===== src/rtl/pipe_pkg.sv =====
// Shared definitions for the pipeline-stage buffers: FSM state encodings and
// the MEM/WB default widths reused by every stage instance.
package pipe_pkg;

   localparam logic [1:0] ST_EMPTY = 2'd0;
   localparam logic [1:0] ST_FULL  = 2'd1;
   localparam logic [1:0] ST_SKID  = 2'd2;

   localparam int MEMWB_DATA_W = 51;
   localparam int MEMWB_CTRL_W = 3;

endpackage


===== src/rtl/pipe_slot.sv =====
// One W-bit storage slot: async active-low reset, sync clear (wins over load)
// and load enable.
module pipe_slot #(
   parameter int W = 8
) (
   input  logic         clk,
   input  logic         rst_n,
   input  logic         ld,
   input  logic         clr,
   input  logic [W-1:0] d,
   output logic [W-1:0] q
);

   logic [W-1:0] slot_q;

   always_ff @(posedge clk or negedge rst_n) begin
      if (!rst_n)   slot_q <= '0;
      else if (clr) slot_q <= '0;
      else if (ld)  slot_q <= d;
   end

   assign q = slot_q;

endmodule


===== src/rtl/pipe_stage_buf.sv =====
// Valid/ready pipeline-stage register with optional 2-entry skid buffer
// (registered in_ready) and synchronous flush that inserts a bubble.
module pipe_stage_buf
   import pipe_pkg::*;
#(
   parameter int DATA_W    = MEMWB_DATA_W,
   parameter int CTRL_W    = MEMWB_CTRL_W,
   parameter int SKID      = 1,
   parameter int ZERO_DATA = 0
) (
   input  logic              clk,
   input  logic              rst,
   input  logic              flush,
   input  logic              in_valid,
   output logic              in_ready,
   input  logic [CTRL_W-1:0] in_ctrl,
   input  logic [DATA_W-1:0] in_data,
   output logic              out_valid,
   input  logic              out_ready,
   output logic [CTRL_W-1:0] out_ctrl,
   output logic [DATA_W-1:0] out_data,
   output logic [1:0]        occupancy
);

   logic [1:0]        state_q, state_d;
   logic              push, pop;
   logic              main_ld, skid_ld;
   logic              main_ctrl_clr, data_clr;
   logic [CTRL_W-1:0] main_ctrl_d, skid_ctrl_q;
   logic [DATA_W-1:0] main_data_d, skid_data_q;

   assign pop  = out_valid & out_ready;
   assign push = in_valid & in_ready & ~flush;

   always_ff @(posedge clk or negedge rst) begin
      if (!rst) state_q <= ST_EMPTY;
      else      state_q <= state_d;
   end

   always_comb begin
      state_d = state_q;
      main_ld = 1'b0;
      skid_ld = 1'b0;
      if (flush) begin
         state_d = ST_EMPTY;
      end else begin
         case (state_q)
            ST_EMPTY: if (push) begin
               state_d = ST_FULL;
               main_ld = 1'b1;
            end
            ST_FULL: begin
               if (push && pop) begin
                  main_ld = 1'b1;
               end else if (push && (SKID != 0)) begin
                  state_d = ST_SKID;
                  skid_ld = 1'b1;
               end else if (pop) begin
                  state_d = ST_EMPTY;
               end
            end
            ST_SKID: if (pop) begin
               state_d = ST_FULL;
               main_ld = 1'b1;
            end
            default: state_d = ST_EMPTY;
         endcase
      end
   end

   always_comb begin
      out_valid = (state_q != ST_EMPTY);
      occupancy = state_q;
   end

   // The skid beat always refills the main slot before any new beat can enter.
   assign main_ctrl_d   = (state_q == ST_SKID) ? skid_ctrl_q : in_ctrl;
   assign main_data_d   = (state_q == ST_SKID) ? skid_data_q : in_data;
   assign main_ctrl_clr = (state_d == ST_EMPTY);
   assign data_clr      = (ZERO_DATA != 0) & flush;

   pipe_slot #(.W(CTRL_W)) u_main_ctrl (
      .clk(clk), .rst_n(rst), .ld(main_ld), .clr(main_ctrl_clr),
      .d(main_ctrl_d), .q(out_ctrl)
   );

   pipe_slot #(.W(DATA_W)) u_main_data (
      .clk(clk), .rst_n(rst), .ld(main_ld), .clr(data_clr),
      .d(main_data_d), .q(out_data)
   );

   generate
      if (SKID != 0) begin : g_skid
         logic in_ready_q;

         pipe_slot #(.W(CTRL_W)) u_skid_ctrl (
            .clk(clk), .rst_n(rst), .ld(skid_ld), .clr(flush),
            .d(in_ctrl), .q(skid_ctrl_q)
         );

         pipe_slot #(.W(DATA_W)) u_skid_data (
            .clk(clk), .rst_n(rst), .ld(skid_ld), .clr(data_clr),
            .d(in_data), .q(skid_data_q)
         );

         always_ff @(posedge clk or negedge rst) begin
            if (!rst) in_ready_q <= 1'b0;
            else      in_ready_q <= (state_d != ST_SKID);
         end

         assign in_ready = in_ready_q;
      end else begin : g_noskid
         assign skid_ctrl_q = '0;
         assign skid_data_q = '0;
         assign in_ready    = rst & (~out_valid | out_ready);
      end
   endgenerate

   a_occ_legal : assert property (@(posedge clk) disable iff (!rst) state_q != 2'd3);

endmodule


===== config.mk =====
export PLATFORM = sky130hd
export DESIGN_NAME = pipe_stage_buf
export DESIGN_NICKNAME = d
export VERILOG_FILES = /design/src/rtl/pipe_pkg.sv /design/src/rtl/pipe_slot.sv /design/src/rtl/pipe_stage_buf.sv
export SDC_FILE = /design/constraint.sdc
export NUM_CORES = 1
export LEC_CHECK = 0
export ABC_CLOCK_PERIOD_IN_PS = 2000
export BUFFER_PORTS_ARGS = -buffer_cell sky130_fd_sc_hd__buf_4
export CAP_MARGIN = 20
export CORE_MARGIN = 1.5
export CORE_UTILIZATION = 46
export CTS_CLUSTER_DIAMETER = 40
export DETAILED_ROUTE_END_ITERATION = 8
export PLACE_DENSITY = 0.7
export SYNTH_ARGS = -nofsm -noshare
export SYNTH_HDL_FRONTEND = slang
export SYNTH_SLANG_ARGS = --single-unit

===== constraint.sdc =====
create_clock -name clk -period 2 [get_ports clk]
set_input_delay 0.3 -clock clk [delete_from_list [all_inputs] [get_ports clk]]
set_output_delay 0.3 -clock clk [all_outputs]
set_load 0.01 [all_outputs]

==> results_dict.tcl, run 1 <==
set metrics [dict create \
    htree_levels 3 \
    syn_nets 602 \
    critPathLaunchType "flop" \
    drt_first_pass_iters 5 \
    yosysSeqAreaShare_pct 58.8 \
    setup_viol 0 \
    ys_ff_latch 111 \
    tightest_slew_ps 600 \
    wire_per_inst_um 13.4 \
    timing.hold.ws_ps -21.8 \
    tns_ps 0 \
    grt_pass1_wl_um 17800 \
    num_io_pins 117 \
    critPathMaxFanout 35 \
    relSlewSlack_pct 60.0 \
    synth_largest_area_cell "dfrtp_1" \
    drt_wl_total_um 10600 \
    drive_above_1_share_pct 23.0 \
    synthesis.area_um2 4720 \
    viasPerCell 5.01 \
    nets 706 \
    vias 3929 \
    fill_cells 880 \
    critPathRequiredTime_ps 2260 \
    die_y_um 104 \
    post_cts_buffers 0 \
    holdBufCountCts 0 \
    peakVddDrop_v 0.000374 \
    syn_inst 543 \
    leakagePower_nw 2.94 \
    power_density_nw_per_um2 930 \
    syn_avg_cell_area_um2 8.70 \
    place.gp.congestion 0.764 \
    period_minus_slack_ps 1840 \
    critical_path.slowest_cell "or4_2" \
    io_buffers 116 \
    track_usage_pct 20.3 \
    start_util_pct 47.9 \
    layout_common_cells "nand2_1 (263), buf_4 (125), dfrtp_1 (111)" \
    diodes 0 \
    yosys_warnings 0 \
    async_flop_share_pct 100 \
    drt_iter0_markers 156 \
    status "complete, but fails checks" \
    cts_resized 0 \
    fin_skew_ps 7.32 \
    crit_path_cell_trace "nand2b_1, or4_2, buf_4, nand3b_1, nand2_1" \
    fin_total_pwr_mw 5.48 \
    timing_worst_setup_path_type "flop to flop" \
    slowest_delay_ps 580 \
    clock_latency_ps 360 \
    period_share_pct 92.2 \
    cts_max_path_buffers 2 \
    rows 36 \
    drc_errors 0 \
    syn_to_final_growth_pct 24.7 \
    synthTopCellsByArea "dfrtp_1 (59%), nand2_1 (21%), a31oi_1 (6.9%), nor2_1 (4.4%), buf_2 (1.8%)" \
    failed_checks "hold timing" \
    cts_buffers 9 \
    clk_pin_slew_ps 110 \
    cts-root-buf "clkbuf_8" \
    tritoncts "built" \
    crit_path_end_kind "flop" \
    core_um2 9860 \
    r2r-start "occupancy[0]" \
    max_freq_mhz 543 \
    hold_path_class "input port to asynchronous set/reset pin" \
    rsz0062_at_grt "no" \
    die_w_um 104 \
    hpwl_um 7080 \
    grt_max_degree 112 \
    synth_ff_type "dfrtp_1" \
    yosys.area.top_type_share_pct 58.8 \
    synthDistinctLibCells 24 \
    overflow 0 \
    setup.worst_path.start "occupancy[0]" \
    grt_antenna_before_repair 0 \
    grt_pass1_vias 3732 \
    hold_viol_final 5 \
    clkSinkCount 111 \
    finalMaxSlewViolations 0 \
    synth_edf_count 0 \
    drv_cap 0 \
    ant_nets 0 \
    dieArea_um2 10900 \
    layout_commonest_cell "nand2_1" \
    cp.arrival_ps 2100 \
]
worst max-delay path, delay by kind of cell (launching register included):
family                 cells  cell delay [ps]
and+or+nand+nor            4              950
DFF                        1              510
buffers and inverters      1              280
power breakdown:
group	switching [mW]	internal [mW]	leakage, nW
Combinational	0.618	0.616	1.53
Clock	0.772	0.461	0.0829
Sequential	0.277	2.74	1.33
per-stage QoR:
stage	instance area [um2]	setup WS, ps	std cells	utilization [%]	hold WS (ps)
floorplan	4720	368	543	-	4.41
global placement	5720	217	769	58.0	427
detailed placement	5720	164	769	58.0	429
CTS	5890	144	785	59.7	23.7
global route	5890	67.0	785	59.7	32.1
finish	5890	157	785	59.7	-21.8
synthesized netlist by cell type, types with 3 or more instances:
library cell,number
a211oi_1,4
a31oi_1,52
buf_1,5
buf_2,17
buf_6,5
clkbuf_1,7
dfrtp_1,111
mux2i_1,3
nand2_1,263
nand3b_1,4
nor2_1,55
area by class of cell:
cell class,instances,area (um2),share of cell area (%)
sequential,111,2780,47.1
multi-input combinational,396,1760,29.8
timing repair buffer,129,1020,17.3
tap,133,166,2.82
clock buffer,10,128,2.17
clock inverter,6,46.3,0.786
logic make-up after synthesis:
| kind of cell | synth area share [%] |
|---|---|
| AND/OR/NAND/NOR | 27.6 |
| AO/OA/AOI/OAI | 8.69 |
| multiplexers | 0.636 |
| flip-flops | 58.8 |
| buffers and inverters | 4.26 |
registers in the layout, indices dropped and copies added (netlist names):
register / count
u_main_ctrl.q: 3
g_skid.u_skid_data.q: 51
occupancy: 2
g_skid.u_skid_ctrl.q: 3
in_ready: 1
u_main_data.q: 51
routing by layer:
metal  global-route usage [%]  vias to the layer above  routed length, um
met5                        0                        -                  0
met3                     4.89                       13                585
met4                     6.94                        0                174
li1                         -                     1947                  -
met1                     28.2                     1868               4990
met2                     31.3                      101               4800
worst paths after layout:
kind | slack [ps] | to | cells after the start
min | -20 | u_main_data.q[45] | 2
max | 160 | g_skid.u_skid_ctrl.q[2] | 5
min in group clk | 120 | g_skid.u_skid_data.q[49] | 3
max in group asynchronous | 1550 | u_main_data.q[25] | 2
max reg2reg | 160 | g_skid.u_skid_ctrl.q[2] | 5
min reg2reg | 480 | g_skid.u_skid_data.q[39] | 2
Power figures use the tool's default switching activity.
==> inputs of run 2 (changes only) <==
--- a/config.mk
+++ b/config.mk
@@ -13,6 +13,7 @@
 export CTS_CLUSTER_DIAMETER = 40
 export DETAILED_ROUTE_END_ITERATION = 8
 export PLACE_DENSITY = 0.7
+export REMOVE_ABC_BUFFERS = 1
 export SYNTH_ARGS = -nofsm -noshare
 export SYNTH_HDL_FRONTEND = slang
 export SYNTH_SLANG_ARGS = --single-unit
==> run 2 against run 1 <==
Final cell count is 0.13% higher. Via count is 0.18% higher. Fmax up 0.36%. Final area rose by 1.2%. The flow now finishes without violations. Register-to-register slack about the same. Largest power group unchanged. Routed wire length down 0.50%. Largest cell class unchanged. Non-clock buffer count rose by 1.
==> results_dict.tcl, run 2 (synthesis results as in run 1) <==
set metrics [dict create \
    fill_cells 881 \
    wire_per_inst_um 13.4 \
    overflow 0 \
    max_freq_mhz 545 \
    num_io_pins 117 \
    critical_path.slowest_cell "or4_2" \
    relSlewSlack_pct 70.4 \
    drt_first_pass_iters 5 \
    crit_path_cell_trace "nand2_1, or4_2, buf_12, nand3b_1, nand2_1" \
    cts_max_path_buffers 2 \
    viasPerCell 5.01 \
    core_um2 9860 \
    critPathMaxFanout 54 \
    diodes 0 \
    power.net_switching_mw 1.63 \
    crit_path_end_kind "flop" \
    critPathRequiredTime_ps 2260 \
    cts_buffers 9 \
    peakVddDrop_v 0.000363 \
    switching_share_pct 28.9 \
    die_w_um 104 \
    status "completed" \
    drive_above_1_share_pct 23.0 \
    period_minus_slack_ps 1840 \
    rsz0062_at_grt "no" \
    io_buffers 116 \
    setup_viol 0 \
    pwr-share-clk_pct 24.6 \
    critPathLaunchType "flop" \
    cp_common_cell "nand2_1" \
    drt_wl_total_um 10500 \
    grt_pass1_wl_um 17800 \
    hpwl_um 7060 \
    p_comb_share_pct 22.0 \
    ant_nets 0 \
    fin_skew_ps 7.30 \
    track_usage_pct 20.2 \
    timing.rr.end "g_skid.u_skid_ctrl.q[2]" \
    r2r_cells 5 \
    grt_max_degree 59 \
    p_seq_share_pct 53.4 \
    start_util_pct 47.9 \
    ff_latch_area_um2 2780 \
    rows 36 \
    p_int_mw 4.01 \
    drc_errors 0 \
    timing.hold.ws_ps 123 \
    layout_common_cells "nand2_1 (263), buf_4 (123), dfrtp_1 (111)" \
    path_buf_inv 1 \
    crit_family "simple AND/OR/NAND/NOR gates" \
    clk_pin_slew_ps 100 \
    hold_viol_final 0 \
    vias 3936 \
    finalMaxSlewViolations 0 \
    tritoncts "built" \
    pre_cts_ws_ps 202 \
    period_share_pct 91.8 \
    die_y_um 104 \
    cp.arrival_ps 2100 \
    htree_levels 3 \
    drt_iter0_markers 141 \
    dieArea_um2 10900 \
    timing_worst_setup_path_type "flop to flop" \
    worstHoldPathCells 2 \
    multiInputGateArea_um2 1760 \
    grt_antenna_before_repair 0 \
    syn_to_final_growth_pct 26.2 \
    place.gp.congestion 0.749 \
    fin_ws_ps 163 \
    slowest_delay_ps 700 \
    tightest_slew_ps 444 \
    r2r-start "in_ready" \
    holdPathEnd "occupancy[1]" \
    grt_pass1_vias 3743 \
    hold_path_class "input port to flop" \
    nets 707 \
    clkSinkCount 111 \
    layout_commonest_cell "nand2_1" \
    r2r_slack_ps 160 \
    min_from "out_ready" \
    cts-root-buf "clkbuf_8" \
    leakagePower_nw 2.97 \
    drv_cap 0 \
    clock_latency_ps 360 \
    power_density_nw_per_um2 947 \
]
-- run 2: cell types whose count changed in the layout (fill, tap and decap cells not counted), sizes merged --
cell         before  now
bufinv            0    1
clkbuf           10   12
clkinv            3    1
dlygate4sd3       0    1
inv               1    0
-- run 2: layout make-up --
type	count	area share, %
sequential	111	46.6
multi-input combinational	396	29.4
timing repair buffer	130	17.7
tap	133	2.79
clock buffer	12	2.60
clock inverter	4	0.902
-- run 2: layer usage --
metal	global-route usage (%)	routed length [um]	part of all wire, %
met5	0	0	0
met4	6.55	127	1.2
met3	3.82	632	6.0
met2	31.2	4660	44
met1	28.7	5080	48
-- run 2: how the worst max path moves through the flow --
| stage | from | endpoint | slack (ps) | depth (start not counted) |
|---|---|---|---|---|
| final | in_ready | g_skid.u_skid_ctrl.q[2] | 160 | 5 |
| after detailed placement | occupancy[1] | u_main_ctrl.q[2] | 200 | 5 |
| after floorplan | occupancy[1] | u_main_ctrl.q[1] | -1090 | 3 |
| after global routing | occupancy[1] | u_main_ctrl.q[2] | 80 | 5 |
| after CTS | occupancy[1] | u_main_ctrl.q[2] | 170 | 5 |
| after global placement | occupancy[1] | g_skid.u_skid_ctrl.q[0] | 280 | 4 |
-- run 2: timing repair --
item                      4_1_cts  5_1_grt
hold endpoints to repair       26        0
buffers inserted                0        0
resized for setup               0        0
hold buffers                    1        0
-- run 2: per-stage QoR --
step	instances	power [mW]	setup TNS, ps	cell area [um2]	util (%)
2_1_floorplan	507	3.62	-54980	4520	-
3_3_place_gp	769	4.26	0	5740	58.2
3_5_place_dp	769	4.32	0	5740	58.2
4_1_cts	786	5.72	0	5960	60.4
5_1_grt	786	5.99	0	5960	60.4
6_report	786	5.64	0	5960	60.4
-- run 2: power groups by stage --
| stage | sequential, mW | clock, mW | combinational (mW) |
|---|---|---|---|
| floorplan | 3.11 | 0 | 0.518 |
| global placement | 3.03 | 0 | 1.23 |
| detailed placement | 3.06 | 0 | 1.26 |
| CTS | 3.01 | 1.44 | 1.26 |
| global route | 3.08 | 1.51 | 1.40 |
| finish | 3.01 | 1.39 | 1.24 |
